**src/rtl/cond_flag_register.sv**
```systemverilog
// cond_flag_register
//   Holds the architectural condition flags {N, Z, C, V} and feeds them to the
//   conditional_check stage. Flags are written from the ALU only when the
//   instruction's condition passes and the matching flag-write group is set.
//   Also gates the decoder's PC/register/memory write strobes with condEx and
//   keeps a registered copy of condEx for the multicycle write-back step.
//
// Ports
//   clk           in   system clock, rising-edge active
//   rst           in   asynchronous reset, active-low
//   en            in   stage advance (0 = stall, all registers hold)
//   aluFlags[3:0] in   ALU result flags {N, Z, C, V}
//   flagW[1:0]    in   flag-write groups: [1] = N,Z ; [0] = C,V
//   condEx        in   condition-pass result from conditional_check
//   pcs           in   decoder PC-write request
//   regW          in   decoder register-write request
//   memW          in   decoder memory-write request
//   noWrite       in   compare-class instruction, suppresses register write
//   negative      out  stored N flag
//   zero          out  stored Z flag
//   cout          out  stored C flag
//   overflow      out  stored V flag
//   pcSrc         out  gated PC write
//   regWrite      out  gated register write
//   memWrite      out  gated memory write
//   condExDelayed out  condEx captured on the last enabled edge
//   flagsUpd      out  one-cycle pulse after any flag group was written
module cond_flag_register #(
  parameter logic [3:0] RESET_FLAGS = 4'b0000
) (
  input  logic       clk,
  input  logic       rst,
  input  logic       en,
  input  logic [3:0] aluFlags,
  input  logic [1:0] flagW,
  input  logic       condEx,
  input  logic       pcs,
  input  logic       regW,
  input  logic       memW,
  input  logic       noWrite,
  output logic       negative,
  output logic       zero,
  output logic       cout,
  output logic       overflow,
  output logic       pcSrc,
  output logic       regWrite,
  output logic       memWrite,
  output logic       condExDelayed,
  output logic       flagsUpd
);

  logic [1:0] nz_q;
  logic [1:0] cv_q;
  logic       wr_nz;
  logic       wr_cv;
  logic       cond_q;
  logic       upd_q;

  always_comb begin
    wr_nz = en & condEx & flagW[1];
    wr_cv = en & condEx & flagW[0];
  end

  // The group enables are used as if-conditions so that an X on aluFlags
  // cannot reach the stored flags when no write is requested.
  always_ff @(posedge clk or negedge rst) begin
    if (!rst) begin
      nz_q <= RESET_FLAGS[3:2];
      cv_q <= RESET_FLAGS[1:0];
    end else begin
      if (wr_nz) nz_q <= aluFlags[3:2];
      if (wr_cv) cv_q <= aluFlags[1:0];
    end
  end

  always_ff @(posedge clk or negedge rst) begin
    if (!rst) begin
      cond_q <= 1'b0;
      upd_q  <= 1'b0;
    end else begin
      if (en) cond_q <= condEx;
      upd_q <= wr_nz | wr_cv;
    end
  end

  // Strobes ignore en (the consumer honours its own stall) but are forced
  // low while reset is asserted.
  always_comb begin
    pcSrc    = rst & pcs  & condEx;
    regWrite = rst & regW & condEx & ~noWrite;
    memWrite = rst & memW & condEx;
  end

  assign negative      = nz_q[1];
  assign zero          = nz_q[0];
  assign cout          = cv_q[1];
  assign overflow      = cv_q[0];
  assign condExDelayed = cond_q;
  assign flagsUpd      = upd_q;

endmodule

```
**config.mk**
```make
export PLATFORM = sky130hd
export DESIGN_NAME = cond_flag_register
export DESIGN_NICKNAME = d
export VERILOG_FILES = /design/src/rtl/cond_flag_register.sv
export SDC_FILE = /design/constraint.sdc
export NUM_CORES = 1
export LEC_CHECK = 0
export BUFFER_PORTS_ARGS = -buffer_cell sky130_fd_sc_hd__buf_2
export CAP_MARGIN = 20
export CORE_AREA = 8 8 45 47
export CTS_BUF_LIST = sky130_fd_sc_hd__clkbuf_16
export CTS_CLUSTER_DIAMETER = 100
export DETAILED_ROUTE_END_ITERATION = 16
export DIE_AREA = 0 0 53 55
export GPL_TIMING_DRIVEN = 1
export PLACE_DENSITY_LB_ADDON = 0.2
export SETUP_SLACK_MARGIN = 0.1
export SKIP_LAST_GASP = 1
export SYNTH_ARGS = -nofsm -noshare
export SYNTH_HDL_FRONTEND = slang
export SYNTH_SLANG_ARGS = --single-unit
```
**constraint.sdc**
```tcl
create_clock -name clk -period 1.6 [get_ports clk]
set_input_delay 0.08 -clock clk [delete_from_list [all_inputs] [get_ports clk]]
set_output_delay 0.08 -clock clk [all_outputs]
set_load 0.005 [all_outputs]
```
# ---- Yosys cells after proc, flatten, opt, wreduce, memory -nomap -nowiden
# Index checks and enable logic that the tools add are counted.
dict set report totals {
  word_cells 16
  regBits 6
}
dict set report classes {
  n_bitwise 12
}
# operator n
set ops {}
lappend ops {{1-bit AND} 10}
lappend ops {{1-bit inverter} 1}
lappend ops {{1-bit bitwise OR} 1}

# ---- Depth between registers and ports, before layout
# Gate-level depths: netlist of run 1.
dict set report depth {
  word_depth 3
  ltp_mapped 2
  mapped_depth_nobuf 2
}

# ---- Worst setup path after synthesis of run 1
# No wires, ideal clock.
dict set report synth_timing {
  path_kind {register to register}
  from {reg, netlist name cv_q[0]}
  to {reg cv_q[0]}
  stages_incl_launch_ff 2
  n_path_buf 0
  setup_slack_ns 0.830
  t_arrival_ns 0.643
  required_ns 1.472
  cell_sequence {dfrtp_1 mux2_1}
}
# element line_no
set synth_rtl {}
lappend synth_rtl {{end signal: assignment} 69} ;# cv_q <= RESET_FLAGS[1:0];
lappend synth_rtl {{end signal: assignment} 72} ;# if (wr_cv) cv_q <= aluFlags[1:0];
lappend synth_rtl {{end: declaration} 53} ;# logic [1:0] cv_q;

# ---- Worst setup path in the final report of run 1
dict set report layout_timing {
  from {in rst}
  to {out regWrite}
}
dict set report layout_via {
  elab_chain_len 3
}
# element line_no
set layout_lines {}
lappend layout_lines {{start: declaration} 32} ;# input logic rst,
lappend layout_lines {{1-bit AND (3 in a row)} 90} ;# regWrite = rst & regW & condEx & ~noWrite;
lappend layout_lines {{end: declaration} 46} ;# output logic regWrite,
# No other way between the ends.

==> metrics, run 1 <==
Clk Latency, worst-skew pair=approximately 0.23 ns; cell count of the worst hold path=2; DRT Wirelength=~770 um; number of buffer and inverter stages on the critical path=3; Synth Area per Inst=about 13 sq um; GRT busiest layer=met2; depth of the most critical reg-to-reg path=1; via count of the first global-routing pass=roughly 260; CP startpoint kind=input port; Ports=23; most frequent CP cell=sky130_fd_sc_hd__buf_2; antenna cell count=0; power density over cell area=1410 nW/um^2; Final Core Density=between 30% and 40%; effective utilization at floorplan=between 10% and 20%; Worst Max-Slew Pin Slew=~0.18 ns; final antenna-violating net count=0; part of the cycle the worst path needs=between 70% and 80%; met1 Track Usage GR=5.71%; fin. max-slew vios=0; Worst setup EP type=output pin; sequential cell area fraction in the yosys report=about 60%; level count of the clock H-tree=1; CP cell instances=dlygate4sd3_1 > buf_2 > and4b_2 > buf_2; total negative slack for setup checks=0 ns; reg-to-reg endpoint=cv_q[0]; DRT Pass-1 Iters=2; total of warnings raised by yosys=0; number of nets in the synthesized netlist=34; status=complete, no violations; achievable clock frequency=approximately 810 MHz; path type of the worst setup path=in2out; RSZ-0062 raised after global routing=false; number of endpoints failing setup at the final stage=0; Largest delay share family, worst path=buffers and inverters; worst ir drop on vdd=just over 700 uV; worst-case headroom to the max-slew limit=87.8%; Die Footprint=between 2000 and 3000 sq um; FF+latch count, synth=6; arrival time worst endpoint=approximately 1.2 ns; Worst Hold End=cv_q[1]; HPWL after detailed placement=about 650 um; die height=~55 um; pin count of the biggest net entering global routing=10; number of core rows=14; final-report hold violation count=0; total global routing track utilization=between 5 and 6%; fraction of final layout cells with drive strength greater than 1=about three fifths; critical path required time=about 1.5 ns; wire length of the first global-routing pass=about 1100 um; via count=roughly 260; mapped cell area=between 200 and 300 sq um; clock tree from TritonCTS=done; clock sink count=6; clock skew=0 ns; remaining global-route overflow=0; max-cap check violation count=0; critical path's largest stage delay=0.52 ns; DRC viols=0; startpoint of the lowest-slack hold path=aluFlags[1]; final estimated routing congestion in global placement=0.634; core box area=about 1400 sq um; Mapped Cells=20; per-cell via count in the routed design=between 4 and 5; clock buffers created by TritonCTS=3; library cell used as clock root buffer=sky130_fd_sc_hd__clkbuf_16; met2 routing resource usage after global routing=7.23%; clock transition at the registers of the reported paths=0.03 ns; Bufs on Longest Clock Path=2; R2R setup slack=between 0.8 and 0.9 ns; FILL cells=roughly 150; iteration-0 DRC count of the detailed router=1; final worst path period need=about 1.2 ns; startpoint of the most critical register-to-register path=cv_q[0]; number of antenna violations at the first check in global routing=0; critical-path maximum fanout=9; number of port buffers=22; Area Growth Syn to Fin=85.6%; Critical-path top delay cell=sky130_fd_sc_hd__dlygate4sd3_1; min-delay worst type=in2reg; # nets final=62; horizontal extent of the die=roughly 53 um; mean routed wirelength per cell=~12 um; met3 Track Usage GR=5.61%; Lkg Pwr=around 0.25 nW; number of library cell types mapped by synthesis=9
flip-flops by register name (all words and copies together) (netlist names):
signal	count
nz_q	2
flagsUpd	1
condExDelayed	1
cv_q	2
report_power, final:
part | switching [mW] | leakage (nW) | internal (mW)
registers | 0.00998 | 0.0726 | 0.175
clock network | 0.0797 | 0.0370 | 0.320
logic | 0.0308 | 0.143 | 0.0437
synth_stat cells:
cell                      count  share of area [%]
sky130_fd_sc_hd__and3_2       2                6.0
sky130_fd_sc_hd__nand3_1      2                4.0
sky130_fd_sc_hd__mux2_1       4                 18
sky130_fd_sc_hd__dfrtp_1      6                 60
sky130_fd_sc_hd__o21ai_0      1                2.0
sky130_fd_sc_hd__nand2_1      1                1.5
sky130_fd_sc_hd__inv_1        1                1.5
sky130_fd_sc_hd__nor2_1       2                3.0
sky130_fd_sc_hd__and4b_2      1                4.5
cell type report:
cell class                 instances  area [sq um]  share of cell area (%)
inverter                           1          3.75                   0.804
tap                               16          20.0                    4.29
multi-input combinational         13          97.6                    20.9
timing repair buffer              23           120                    25.7
sequential                         6           150                    32.2
clock buffer                       3          75.1                    16.1
per-layer routing:
metal,up-vias,part of all wire (%)
met5,-,0
met4,0,0
met3,0,11
met2,11,49
met1,124,40
li1,124,-
how the worst max path moves through the flow:
stage                 start        to  slack, ns  depth (start not counted)
floorplan           cv_q[0]   cv_q[0]       0.83                          1
global placement     condEx   nz_q[1]       0.81                          3
detailed placement   condEx   nz_q[1]       0.80                          3
CTS                     rst  regWrite       0.35                          4
global route            rst  regWrite       0.31                          4
finish                  rst  regWrite       0.37                          4
placed cells by master (no fill, tap or decap):
cell and instances:
sky130_fd_sc_hd__buf_2 22, sky130_fd_sc_hd__dfrtp_1 6, sky130_fd_sc_hd__mux2_1 4, sky130_fd_sc_hd__clkbuf_16 3, sky130_fd_sc_hd__nor2_1 2, sky130_fd_sc_hd__and3_2 2, sky130_fd_sc_hd__nand3_1 2, sky130_fd_sc_hd__nand2_1 1
sky130_fd_sc_hd__and4b_2 1, sky130_fd_sc_hd__inv_1 1, sky130_fd_sc_hd__o21ai_0 1, sky130_fd_sc_hd__dlygate4sd3_1 1
cell families (layout without fill, tap and decap cells):
family                 count (synthesis)  after routing  share of synthesized area (%)
flip-flops                             6              6                           59.7
AND/OR/NAND/NOR                        8              8                           18.9
multiplexers                           4              4                           17.9
AO/OA/AOI/OAI                          1              1                           1.99
buffers and inverters                  1             27                           1.49
metrics by stage:
step | hold WS [ns] | setup WS (ns) | cell area [sq um] | total power, mW | instances
final | 0.0671 | 0.372 | 467 | 0.660 | 62
after global routing | 0.0678 | 0.313 | 467 | 0.697 | 62
after CTS | 0.0677 | 0.350 | 467 | 0.677 | 62
after detailed placement | -0.0704 | 0.800 | 382 | 0.263 | 58
after global placement | -0.0698 | 0.809 | 382 | 0.262 | 58
after floorplan | -0.216 | 0.830 | 251 | 0.211 | 20
repair_timing:
action	CTS	global route
setup buffers	0	0
endpoints found under the hold margin	6	0
hold buffers	1	0
gates resized for setup	0	0
Power figures use the tool's default switching activity.
==> run 2: changes to the inputs <==
==> constraint.sdc (replaced) <==
create_clock -name clk -period 1.1 [get_ports clk]
set_input_delay 0.055 -clock clk [delete_from_list [all_inputs] [get_ports clk]]
set_output_delay 0.055 -clock clk [all_outputs]
set_load 0.005 [all_outputs]
==> metrics, run 2 (synthesis results as in run 1) <==
clock buffers created by TritonCTS=3; # nets final=62; total negative slack for setup checks=0 ns; Final WS setup=around 0.32 ns; via count of the first global-routing pass=approximately 270; number of endpoints failing setup at the final stage=0; total global routing track utilization=about 6.2%; R2R setup slack=0.32 ns; clock skew=0 ns; antenna cell count=0; max-cap check violation count=0; arrival time worst endpoint=0.89 ns; number of core rows=14; registers with the most flip-flops=cv_q: 2 flops, nz_q: 2 flops; reg-to-reg endpoint=cv_q[1]; worst setup path endpoint=cv_q[1]; CP cell instances=mux2_1; FILL cells=about 160; fin. max-slew vios=0; number of gates on the worst path with buffers counted=1; leading cell types in the layout, fill and taps excluded=22 x sky130_fd_sc_hd__buf_2, 6 x sky130_fd_sc_hd__dfrtp_1, 4 x sky130_fd_sc_hd__mux2_1, 3 x sky130_fd_sc_hd__clkbuf_16; startpoint of the lowest-slack hold path=aluFlags[2]; pin count of the biggest net entering global routing=7; wire length of the first global-routing pass=roughly 1200 um; via count=256; number of port buffers=22; RSZ-0062 raised after global routing=false; critical path's largest stage delay=about 0.37 ns; critical path required time=~1.2 ns; Clk Latency, worst-skew pair=0.23 ns; Ports=23; power density over cell area=about 2100 nW/um^2; clock transition at the registers of the reported paths=roughly 0.03 ns; min-delay worst type=in2reg; most common cell after layout, fill and taps aside=sky130_fd_sc_hd__buf_2; path type of the worst setup path=reg2reg; Critical-path top delay cell=sky130_fd_sc_hd__dfrtp_1; number of buffer and inverter stages on the critical path=0; DRT Pass-1 Iters=2; buffers inserted by post-CTS timing repair=0; part of the cycle the worst path needs=71.4%; die height=between 50 and 60 um; final estimated routing congestion in global placement=roughly 0.62; library cell used as clock root buffer=sky130_fd_sc_hd__clkbuf_16; Lkg Pwr=approximately 0.25 nW; final-report hold violation count=0; Area Growth Syn to Fin=85.6%; depth of the most critical reg-to-reg path=1; status=complete, no violations; iteration-0 DRC count of the detailed router=1; cts hold-fix bufs=1; Bufs on Longest Clock Path=2; core box area=about 1400 sq um; clock sink count=6; achievable clock frequency=~1300 MHz; DRT Wirelength=between 700 and 800 um; final antenna-violating net count=0; horizontal extent of the die=between 50 and 60 um; Largest delay share family, worst path=flip-flops; effective utilization at floorplan=18.2%; clock tree from TritonCTS=done; setup slack after placement=approximately 0.32 ns; per-cell via count in the routed design=around 4.1; number of antenna violations at the first check in global routing=0; final worst path period need=0.785 ns; mean routed wirelength per cell=between 10 and 15 um; Worst setup EP type=register; Worst Max-Slew Pin Slew=0.287 ns; Worst Hold Slack=around 0.037 ns; critical-path maximum fanout=2; Placement Cell Area=382 sq um; startpoint of the most critical register-to-register path=cv_q[1]; level count of the clock H-tree=1; post-route design area=~470 sq um; fraction of final layout cells with drive strength greater than 1=60.9%; worst setup path start=cv_q[1]; worst-case headroom to the max-slew limit=between 80% and 90%; Die Footprint=between 2000 and 3000 sq um; worst ir drop on vdd=~1100 uV; post-cts sizing count=0; remaining global-route overflow=0; DRC viols=0; Final Core Density=about a third; CP startpoint kind=register
## run 2: cell counts in the layout (fill, tap and decap cells not counted)
No cell type changed its count.
## run 2: routing by layer
| layer | routed length [um] | global-route usage (%) |
|---|---|---|
| met5 | 0 | 0 |
| met4 | 13 | 3.88 |
| met3 | 115 | 6.68 |
| met2 | 409 | 9.18 |
| met1 | 237 | 4.92 |
## run 2: how the worst min path moves through the flow
stage,to,slack [ns],depth (start not counted)
after global routing,nz_q[0],0.05,2
after global placement,nz_q[0],-0.09,1
after floorplan,condExDelayed,-0.24,0
after detailed placement,condExDelayed,-0.1,1
final,nz_q[0],0.04,2
after CTS,nz_q[0],0.04,2
## run 2: area by class of cell
type | instances | area [sq um] | area share (%)
timing repair buffer | 23 | 120 | 25.7
sequential | 6 | 150 | 32.2
clock buffer | 3 | 75.1 | 16.1
inverter | 1 | 3.75 | 0.804
tap | 16 | 20.0 | 4.29
multi-input combinational | 13 | 97.6 | 20.9
## run 2: report_power, final
group          switching, mW  internal, mW
Combinational         0.0453        0.0637
Sequential            0.0147         0.255
Clock                  0.123         0.467
## run 2: stage by stage
step | instances | power, mW
2_1_floorplan | 20 | 0.307
3_3_place_gp | 58 | 0.382
3_5_place_dp | 58 | 0.382
4_1_cts | 62 | 0.987
5_1_grt | 62 | 1.02
6_report | 62 | 0.969
==> run 3: changes to the inputs <==
==> constraint.sdc (replaced) <==
create_clock -name clk -period 0.8 [get_ports clk]
set_input_delay 0.04 -clock clk [delete_from_list [all_inputs] [get_ports clk]]
set_output_delay 0.04 -clock clk [all_outputs]
set_load 0.005 [all_outputs]
==> metrics, run 3 (synthesis results as in run 1) <==
CP startpoint kind=register; wire length of the first global-routing pass=1280 um; CP cell instances=buf_2; final worst path period need=0.770 ns; Lkg Pwr=0.283 nW; Die Footprint=slightly below 3000 sq um; via count=256; per-cell via count in the routed design=approximately 4; setup slack after placement=about 0.056 ns; DRC viols=0; path type of the worst setup path=reg2out; via count of the first global-routing pass=roughly 290; final antenna-violating net count=0; Critical-path top delay cell=sky130_fd_sc_hd__dfrtp_1; met3 Track Usage GR=around 6.4%; leading cell types in the layout, fill and taps excluded=22 x sky130_fd_sc_hd__buf_2, 6 x sky130_fd_sc_hd__dfrtp_1, 4 x sky130_fd_sc_hd__mux2_4, 3 x sky130_fd_sc_hd__clkbuf_16; Area Growth Syn to Fin=97.5%; number of gates on the worst path with buffers counted=1; status=complete, no violations; Ports=23; remaining global-route overflow=0; total global routing track utilization=6.52%; die height=55 um; clock tree from TritonCTS=done; core box area=about 1400 sq um; DRT Pass-1 Iters=2; most common cell after layout, fill and taps aside=sky130_fd_sc_hd__buf_2; FILL cells=between 150 and 200; met2 routing resource usage after global routing=about a tenth; achievable clock frequency=roughly 1300 MHz; clock buffers created by TritonCTS=3; total negative slack for setup checks=0 ns; cell count of the worst hold path=2; library cell used as clock root buffer=sky130_fd_sc_hd__clkbuf_16; worst ir drop on vdd=between 1000 and 1500 uV; critical path required time=around 0.76 ns; reg-to-reg endpoint=cv_q[1]; horizontal extent of the die=53 um; fraction of final layout cells with drive strength greater than 1=between 70% and 80%; clock transition at the registers of the reported paths=roughly 0.030 ns; register area=between 150 and 200 sq um; # nets final=between 60 and 70; post-cts sizing count=0; clock sink count=6; antenna cell count=0; startpoint of the most critical register-to-register path=cv_q[1]; Worst Hold End=cv_q[1]; Final WS setup=0.0304 ns; worst-case headroom to the max-slew limit=between 80 and 90%; mean routed wirelength per cell=roughly 13 um; fin. max-slew vios=0; registers with the most flip-flops=cv_q: 2 flops, nz_q: 2 flops; startpoint of the lowest-slack hold path=aluFlags[1]; depth of the most critical reg-to-reg path=1; Worst Hold Slack=roughly 0.048 ns; Clk Latency, worst-skew pair=about 0.23 ns; R2R setup slack=0.05 ns; Worst Max-Slew Pin Slew=0.291 ns; multi-input logic area=roughly 110 sq um; part of the cycle the worst path needs=between 90% and 100%; number of port buffers=22; max-cap check violation count=0; number of buffer and inverter stages on the critical path=1; min-delay worst type=in2reg; met1 Track Usage GR=about 6.3%; clock skew=0 ns; effective utilization at floorplan=between 10% and 20%; Worst setup EP type=output pin; iteration-0 DRC count of the detailed router=1; number of antenna violations at the first check in global routing=0; arrival time worst endpoint=~0.73 ns; GRT busiest layer=met2; number of endpoints failing setup at the final stage=0; power density over cell area=around 2800 nW/um^2; final estimated routing congestion in global placement=roughly 0.68; Largest delay share family, worst path=flip-flops; critical path's largest stage delay=~0.37 ns; Bufs on Longest Clock Path=2; level count of the clock H-tree=1; final-report hold violation count=0; number of core rows=14; RSZ-0062 raised after global routing=true; worst setup path start=cv_q[1]; critical-path maximum fanout=2; DRT Wirelength=about 800 um; pin count of the biggest net entering global routing=7
-- run 3: repair_timing --
action                                 in CTS  in global routing
endpoints found under the hold margin       6                  0
buffers inserted                            0                  1
cloned                                      0                  0
hold buffers                                1                  0
setup endpoints to repair                  10                 10
-- run 3: through the flow --
step	util, %	total power, mW	instances	cell area, sq um
2_1_floorplan	-	0.456	20	267
3_3_place_gp	29.2	0.565	59	404
3_5_place_dp	29.2	0.565	59	404
4_1_cts	35.4	1.40	63	489
5_1_grt	35.9	1.47	64	497
6_report	35.9	1.37	64	497
-- run 3: final cells by class --
cell class	count	area share, %
well taps	16	4.03
repair buffers	25	27.2
clock buffers	3	15.1
multi-input cells	13	22.7
flip-flops and latches	6	30.2
inverters	1	0.756
-- run 3: report_power, final --
part           internal [mW]  switching [mW]
clock network          0.641           0.163
logic                  0.127          0.0686
registers              0.351          0.0209
total                   1.12           0.252
-- run 3: how the worst max path moves through the flow --
| stage | end | slack, ns |
|---|---|---|
| 2_1_floorplan | cv_q[0] | 0.06 |
| 3_3_place_gp | nz_q[1] | 0.05 |
| 3_5_place_dp | nz_q[1] | 0.06 |
| 4_1_cts | cout | 0.02 |
| 5_1_grt | cout | 0.001 |
| 6_report | cout | 0.03 |
-- run 3: metal layers --
metal / routed length (um) / part of all wire, % / vias up
li1: - / - / 128
met1: 288 / 36 / 115
met2: 379 / 47 / 13
met3: 136 / 17 / 0
met4: 0 / 0 / 0
met5: 0 / 0 / -
